File: src/rtl/mem_bus_arbiter.sv
// mem_bus_arbiter: shares one external memory bus between the instruction-fetch
// port (IF) and the load/store port (MEM). One bus transaction at a time, with
// alternating priority on contention and a timeout that aborts hung bus cycles.
module mem_bus_arbiter #(
    parameter int AW      = 32,
    parameter int DW      = 32,
    parameter int TIMEOUT = 15
) (
    input  logic          clk,
    input  logic          rst,
    input  logic          if_req_i,
    input  logic [AW-1:0] if_addr_i,
    output logic [DW-1:0] if_rdata_o,
    output logic          if_ack_o,
    input  logic          mem_req_i,
    input  logic          mem_we_i,
    input  logic [3:0]    mem_sel_i,
    input  logic [AW-1:0] mem_addr_i,
    input  logic [DW-1:0] mem_wdata_i,
    output logic [DW-1:0] mem_rdata_o,
    output logic          mem_ack_o,
    output logic          bus_cyc_o,
    output logic          bus_we_o,
    output logic [3:0]    bus_sel_o,
    output logic [AW-1:0] bus_addr_o,
    output logic [DW-1:0] bus_wdata_o,
    input  logic [DW-1:0] bus_rdata_i,
    input  logic          bus_ack_i,
    output logic          stallreq_o,
    output logic          err_o
);

    typedef enum logic [1:0] {
        IDLE     = 2'd0,
        BUSY_IF  = 2'd1,
        BUSY_MEM = 2'd2
    } state_t;

    // Last count value before a hung cycle is aborted.
    localparam logic [7:0] CNT_LAST = 8'(TIMEOUT - 1);

    state_t     state;
    logic       last_mem;
    logic [7:0] cnt;

    // A requester being acked this cycle is masked so a held req is not
    // mistaken for a new transaction.
    logic if_act, mem_act, grant_if, grant_mem;

    assign if_act     = if_req_i & ~if_ack_o;
    assign mem_act    = mem_req_i & ~mem_ack_o;
    // MEM wins ties unless it won the previous grant, so IF cannot starve.
    assign grant_mem  = mem_act & (~if_act | ~last_mem);
    assign grant_if   = if_act & (~mem_act | last_mem);
    assign stallreq_o = if_act | mem_act;

    // Arbitration FSM with registered bus, ack, read data and error outputs.
    always_ff @(posedge clk or negedge rst) begin
        if (!rst) begin
            state       <= IDLE;
            last_mem    <= 1'b0;
            cnt         <= '0;
            bus_cyc_o   <= 1'b0;
            bus_we_o    <= 1'b0;
            bus_sel_o   <= '0;
            bus_addr_o  <= '0;
            bus_wdata_o <= '0;
            if_ack_o    <= 1'b0;
            mem_ack_o   <= 1'b0;
            if_rdata_o  <= '0;
            mem_rdata_o <= '0;
            err_o       <= 1'b0;
        end else begin
            if_ack_o  <= 1'b0;
            mem_ack_o <= 1'b0;
            err_o     <= 1'b0;
            case (state)
                IDLE: begin
                    if (grant_mem) begin
                        bus_cyc_o   <= 1'b1;
                        bus_we_o    <= mem_we_i;
                        bus_sel_o   <= mem_sel_i;
                        bus_addr_o  <= mem_addr_i;
                        bus_wdata_o <= mem_wdata_i;
                        last_mem    <= 1'b1;
                        cnt         <= '0;
                        state       <= BUSY_MEM;
                    end else if (grant_if) begin
                        // Instruction fetch is always a full-word read.
                        bus_cyc_o   <= 1'b1;
                        bus_we_o    <= 1'b0;
                        bus_sel_o   <= 4'b1111;
                        bus_addr_o  <= if_addr_i;
                        bus_wdata_o <= '0;
                        last_mem    <= 1'b0;
                        cnt         <= '0;
                        state       <= BUSY_IF;
                    end
                end
                BUSY_IF, BUSY_MEM: begin
                    if (bus_ack_i) begin
                        if (state == BUSY_IF) begin
                            if_rdata_o <= bus_rdata_i;
                            if_ack_o   <= 1'b1;
                        end else begin
                            // Stores leave the load data register untouched.
                            if (!bus_we_o) begin
                                mem_rdata_o <= bus_rdata_i;
                            end
                            mem_ack_o <= 1'b1;
                        end
                        bus_cyc_o <= 1'b0;
                        bus_we_o  <= 1'b0;
                        state     <= IDLE;
                    end else if (cnt == CNT_LAST) begin
                        // Abort: complete the requester with zero data and flag it.
                        if (state == BUSY_IF) begin
                            if_rdata_o <= '0;
                            if_ack_o   <= 1'b1;
                        end else begin
                            mem_rdata_o <= '0;
                            mem_ack_o   <= 1'b1;
                        end
                        err_o     <= 1'b1;
                        bus_cyc_o <= 1'b0;
                        state     <= IDLE;
                    end else begin
                        cnt <= cnt + 8'd1;
                    end
                end
                default: state <= IDLE;
            endcase
        end
    end

endmodule

File: config.mk
export PLATFORM = sky130hd
export DESIGN_NAME = mem_bus_arbiter
export DESIGN_NICKNAME = d
export VERILOG_FILES = /design/src/rtl/mem_bus_arbiter.sv
export SDC_FILE = /design/constraint.sdc
export NUM_CORES = 1
export LEC_CHECK = 0
export CORE_MARGIN = 2
export CORE_UTILIZATION = 50
export CTS_CLUSTER_DIAMETER = 150
export DETAILED_ROUTE_END_ITERATION = 16
export DONT_BUFFER_PORTS = 1
export MAX_ROUTING_LAYER = met4
export PLACE_DENSITY = 0.64
export REMOVE_ABC_BUFFERS = 1
export SYNTH_ARGS = -nofsm -noshare
export SYNTH_HDL_FRONTEND = slang
export SYNTH_SLANG_ARGS = --single-unit
File: constraint.sdc
create_clock -name clk -period 2.4 [get_ports clk]
set_clock_uncertainty 0.05 [all_clocks]
set_input_delay 0.6 -clock clk [delete_from_list [all_inputs] [get_ports clk]]
set_output_delay 0.6 -clock clk [all_outputs]
set_load 0.005 [all_outputs]
# After elaboration in Yosys (flattened, before gate mapping)
# Index checks and enable logic that the tools add are counted.
[classes]
shift = 0
mul = 0
n_eq_ne = 9
mux = 46
n_div = 0
reduce_logical = 12
magnitude_cmp = 0
addsub = 1
n_bitwise = 13
[op_table]
columns = ["operator", "n"]
rows = [
  ["32-bit two-way mux", 13],
  ["8-bit two-way mux", 4],
  ["1-bit two-way mux", 19],
  ["8-bit case mux with 2 select lines", 1],
  ["3-bit AND reduction", 3],
  ["8-bit by 1-bit adder with 8-bit output, second input constant", 1],
  ["8-bit by 4-bit == test with 1-bit output, second input constant", 1],
  ["2-bit two-way mux", 4],
  ["4-bit two-way mux", 2],
  ["2-bit != test, second input constant", 4],
  ["4-bit AND reduction", 2],
  ["3-bit != test, second input constant", 2],
  ["1-bit NOT", 6],
  ["2-bit nonzero test", 3],
  ["1-bit AND", 4],
  ["1-bit case mux with 2 select lines", 2],
  ["2-bit case mux with 2 select lines", 1],
  ["2-bit AND reduction", 2],
  ["1-bit OR", 3],
  ["2-bit by 1-bit == test with 1-bit output, second input constant", 1],
  ["2-bit == test, second input constant", 1],
  ["2-bit zero test", 1],
  ["2-bit OR reduction", 1],
]
[word_totals]
out_inout_bits = 138
register_bits = 148
latchBits = 0
mem_bits_rw = 0
mem_count = 0
mem_bits_ro = 0
elab_cells = 94

# Longest topological paths before layout
[logic_depth]
word_depth = 8
mapped_depth = 8
mapped_depth_nobuf = 6

# Worst setup path before layout
# No wires, ideal clock.
[synth_path]
path_kind = "flip-flop to flip-flop"
start = "reg state[0]"
end = "reg mem_rdata_o[10]"
stages_incl_launch_ff = 9
setup_time_ns = 0.121
path_slack_ns = 0.485
required_time_ns = 2.229
arrival_time_ns = 1.744
n_path_buf = 2
cell_sequence = "dfrtp_1 -> inv_1 -> ha_1 -> nor4b_2 -> a22oi_2 -> nand2b_4 -> buf_6 -> buf_6 -> a22o_1"
[synth_between]
elab_chain_cells = 3
elab_cells_between_ends = 5
cone_classes = "2 x eq/ne; 1 x bitwise; 2 x reduce/logical"
[synth_lines]
columns = ["item", "line_no", "source"]
rows = [
  ["start: declaration", "42", "state_t state;"],
  ["start signal: assignment", "60", "state <= IDLE;"],
  ["start signal: assignment", "87", "state <= BUSY_MEM;"],
  ["start signal: assignment", "97", "state <= BUSY_IF;"],
  ["2-bit by 1-bit == test with 1-bit output / 2-bit == test (equally long branches)", "77, 102, 117", ""],
  ["2-bit OR reduction / 1-bit NOT (equally long branches)", "-", ""],
  ["4-bit AND reduction (no source line) *", "-", ""],
  ["end signal: assignment", "108", "mem_rdata_o <= bus_rdata_i;"],
  ["end: declaration", "20", "output logic [DW-1:0] mem_rdata_o,"],
]
# Mark *: on every way between the ends. The rest lies on a longest branch, timed or not.
# A chain may end at the register's enable or synchronous reset.

# Final worst setup path
[layout_path]
start = "reg state[0]"
end = "reg mem_rdata_o[2]"
# Same word-level chain as after synthesis.

==> metrics.md <==
| Metric | Value |
|---|---|
| Via count | 4684 |
| Placed insts | 714 |
| Number of buffers created by CTS | 17 |
| Status | finished, violations left |
| # nets final | 704 |
| Yosys warnings | 0 |
| Power per Cell Area | 1480 nW/um^2 |
| TritonCTS sink count | 148 |
| Maximum fanout along the worst path | 16 |
| Ant. Diodes | 0 |
| Most area-hungry cell type in the Yosys netlist | sky130_fd_sc_hd__dfrtp_1 |
| Count of boundary I/O pins | 276 |
| Switching share of total power | 37.8% |
| Setup Fix Bufs, Post-CTS | 0 |
| Sum of overflow across all layers after global routing | 0 |
| Area of the placeable core | 12600 um^2 |
| Share of synthesized cell area in full adder, half adder and majority cells | 0.772% |
| P_int | 6.65 mW |
| Routability cong. | 0.839 |
| Clock insertion delay at the later pin of the skew report | 0.41 ns |
| Total DRC errors in the routed layout | 0 |
| Post-Layout Inst Area | 7220 um^2 |
| Cell types with the largest area share after synthesis | sky130_fd_sc_hd__dfrtp_1 57%, sky130_fd_sc_hd__a22o_1 13%, sky130_fd_sc_hd__o21ai_0 5.2%, sky130_fd_sc_hd__mux2i_1 4.9%, sky130_fd_sc_hd__nand2_1 4.5% |
| Mean instance size in the synthesized netlist | 11.1 um^2 |
| Cell with the largest stage delay on the worst path | sky130_fd_sc_hd__nor3_2 |
| H-tree level count | 4 |
| Per-cell routed wire length | 22.2 um |
| Layout cells sized above 1 | 9.57% |
| Crit path arrival time | 2.60 ns |
| Post-DP HPWL | 10.9 mm |
| EDFF count, synth | 0 |
| I/O Buffers | 0 |
| Minimum period implied by the final worst setup slack | 2.30 ns |
| Clock slew seen by the registers of the worst setup and hold paths | 0.06 ns |
| Flip-flop and latch count after synthesis | 148 |
| Cell class contributing the biggest share of worst-path delay | simple AND/OR/NAND/NOR gates |
| Sequential share of power | 42.9% |
| Synth cell types | 46 |
| Clock network fraction of design power | 25.2% |
| Initial DRC Count | 387 |
| Cell Count, Final, Fillers Out | 747 |
| Count of TritonRoute iterations in the first routing pass | 5 |
| Gate count of the mapped netlist | 582 |
| Post-synthesis share of cell area spent on xor and xnor gates | 0% |
| Core utilization of the finished layout | 57.2% |
| Number of max-slew violations in the final report | 0 |
| Highest clock frequency the design can meet | 0.435 GHz |
| CTS tree | yes |
| Bufs on Longest Clock Path | 2 |
| Compound-cell area share of the yosys netlist | 21.7% |
| Tightest hold margin | -0.169 ns |
| First-pass GRT wire length | 26.5 mm |
| Violated checks | negative hold slack |
| Die width | 118 um |
| Area share of the largest cell type after synthesis | 57.1% |
| Crit. End Element | flop |
| Number of vias per cell | 6.27 |
| Worst Setup Slack post-DPL | 0.0772 ns |
| Clock Root Buffer | sky130_fd_sc_hd__clkbuf_16 |
| HP Class | input port to asynchronous set/reset pin |
| Tightest slew margin relative to the limit | 18.3% |
| Worst-margin pin slew | 1.22 ns |
| Via count of the first global-routing pass | 4603 |
| Share of power burned in combinational logic | 31.8% |
| Final clock period utilization by the worst path | 95.9% |
| Synthesized area | 6480 um^2 |
| Net Sw Power | 4.04 mW |
| Synth-to-Final Area Change | 11.3% |
| Worst vdd ir | 0.653 mV |
| Sequence of cells on the critical path | inv_1, ha_4, inv_1, nor3_2, a22o_1, a22o_1 |
| Number of standard-cell rows in the floorplan | 41 |
| Post-layout worst setup margin | 0.0986 ns |
| Post-layout total power | 10.7 mW |
| Count of nets left with antenna violations after detail routing | 0 |
| Startpoint Class | flop |
| Global-route total usage across every layer | 24.8% |
| CP required | 2.70 ns |
| Largest family of logic cells by synthesized area | compound AO/OA/AOI/OAI gates |
| Standby leakage power | 3.35 nW |
| Critical path's largest stage delay | 0.93 ns |
| Total Die Area | 13900 um^2 |
| Share of synthesized cell area in and, or, nand and nor gates | 11.0% |
| Post-synthesis async set-or-reset flop share | 100% |
| Final setup fails | 0 |
| Setup tns final | 0 ns |
| Most used flip-flop cell after synthesis | sky130_fd_sc_hd__dfrtp_1 |
| Sequential-to-total area share from yosys stat | 57.1% |
| Starting density of the core | 51.4% |
| Detailed-route wire length | 16.6 mm |
| Multiplexer area fraction after synthesis | 4.94% |
| Max capacitance violation total | 0 |
| Crit Path Category | flop to flop |
| Maximum number of pins on one net before global-route repair | 149 |
| Die height | 118 um |
| CP Buf/Inv Count | 2 |
| Cell area after placement | 6580 um^2 |
| Antenna violations before repair | 0 |
| Number of failing hold endpoints at the final stage | 148 |
==> logic make-up after synthesis <==
family,count (synthesis)
adder cells (fa/ha/maj),4
AND/OR/NAND/NOR,143
multiplexers,32
AO/OA/AOI/OAI,193
buffers and inverters,62
flip-flops,148
==> cell usage after synthesis (2+ instances only) <==
cell type	instances
sky130_fd_sc_hd__a22o_1	98
sky130_fd_sc_hd__inv_1	11
sky130_fd_sc_hd__nand3_1	6
sky130_fd_sc_hd__o22a_1	4
sky130_fd_sc_hd__nor2b_1	2
sky130_fd_sc_hd__buf_6	4
sky130_fd_sc_hd__a2bb2oi_1	2
sky130_fd_sc_hd__nand2_1	78
sky130_fd_sc_hd__o22ai_1	3
sky130_fd_sc_hd__buf_4	3
sky130_fd_sc_hd__nand4_1	32
sky130_fd_sc_hd__buf_2	9
sky130_fd_sc_hd__nor2_1	5
sky130_fd_sc_hd__nor3_1	3
sky130_fd_sc_hd__mux2i_1	32
sky130_fd_sc_hd__clkbuf_1	35
sky130_fd_sc_hd__dfrtp_1	148
sky130_fd_sc_hd__ha_1	4
sky130_fd_sc_hd__a21oi_1	5
sky130_fd_sc_hd__o31ai_1	3
sky130_fd_sc_hd__nand2b_1	4
sky130_fd_sc_hd__o21ai_0	67
==> registers in the layout (all words and copies together), names as in the netlist, 2 cells and up <==
name and flops:
cnt 8, state 2, bus_addr_o 32, bus_sel_o 4, mem_rdata_o 32, if_rdata_o 32
bus_wdata_o 32
==> power groups by stage <==
| stage | registers, mW | logic (mW) | clock network [mW] |
|---|---|---|---|
| 6_report | 4.59 | 3.40 | 2.70 |
| 5_1_grt | 4.71 | 3.82 | 2.88 |
| 4_1_cts | 4.60 | 3.31 | 2.75 |
| 3_5_place_dp | 4.60 | 3.33 | 0 |
| 3_3_place_gp | 4.61 | 3.16 | 0 |
| 2_1_floorplan | 4.31 | 2.43 | 0 |
==> timing repair <==
| item | in CTS | in global routing |
|---|---|---|
| endpoints found under the setup margin | 0 | 35 |
| resized for setup | 0 | 4 |
| endpoints found under the hold margin | 148 | 148 |
==> area by class of cell <==
type / instances / area (um^2)
Clock buffer: 17 / 425
Inverter: 11 / 41.3
Timing Repair Buffer: 11 / 115
Multi-Input combinational cell: 373 / 2530
Clock inverter: 15 / 183
Fill cell: 1106 / 5400
Sequential cell: 148 / 3700
Tap cell: 172 / 215
==> placed cells by master, fill, tap and decap left out, types with 2 or more instances in the layout <==
cell | netlist | final
sky130_fd_sc_hd__nand2_1 | 78 | 78
sky130_fd_sc_hd__clkinv_4 | 0 | 2
sky130_fd_sc_hd__inv_1 | 11 | 11
sky130_fd_sc_hd__a21oi_1 | 5 | 5
sky130_fd_sc_hd__a22o_1 | 98 | 98
sky130_fd_sc_hd__nor2_1 | 5 | 5
sky130_fd_sc_hd__nand3_1 | 6 | 6
sky130_fd_sc_hd__a2bb2oi_1 | 2 | 2
sky130_fd_sc_hd__nand4_1 | 32 | 32
sky130_fd_sc_hd__o22ai_1 | 3 | 3
sky130_fd_sc_hd__nand2b_1 | 4 | 4
sky130_fd_sc_hd__bufinv_16 | 0 | 3
sky130_fd_sc_hd__ha_1 | 4 | 3
sky130_fd_sc_hd__inv_6 | 0 | 2
sky130_fd_sc_hd__o22a_1 | 4 | 4
sky130_fd_sc_hd__buf_4 | 3 | 7
sky130_fd_sc_hd__clkinvlp_4 | 0 | 7
sky130_fd_sc_hd__buf_6 | 4 | 2
sky130_fd_sc_hd__o21ai_0 | 67 | 67
sky130_fd_sc_hd__nor3_1 | 3 | 3
sky130_fd_sc_hd__buf_12 | 0 | 2
sky130_fd_sc_hd__o31ai_1 | 3 | 3
sky130_fd_sc_hd__mux2i_1 | 32 | 32
sky130_fd_sc_hd__dfrtp_1 | 148 | 148
sky130_fd_sc_hd__clkbuf_16 | 0 | 17
==> worst paths after layout <==
kind	from	endpoint	slack (ns)	cells past startpoint
worst min register to register	bus_addr_o[17]	bus_addr_o[17]	0.46	2
worst max-delay path	state[0]	mem_rdata_o[2]	0.1	6
worst max register to register	state[0]	mem_rdata_o[2]	0.1	6
min in group clk	mem_sel_i[1]	bus_sel_o[1]	0.26	1
max in group asynchronous	rst	bus_wdata_o[24]	2.28	0
worst min-delay path	rst	if_rdata_o[13]	-0.17	0
==> routing by layer <==
| metal | up-vias | routed length [um] | global-route usage, % |
|---|---|---|---|
| li1 | 2125 | - | - |
| met1 | 2329 | 6890 | 32.5 |
| met5 | - | 0 | - |
| met3 | 27 | 1220 | 7.12 |
| met2 | 203 | 8150 | 37.2 |
| met4 | 0 | 331 | 8.73 |
Note: power is estimated with default switching activity, not from simulation.
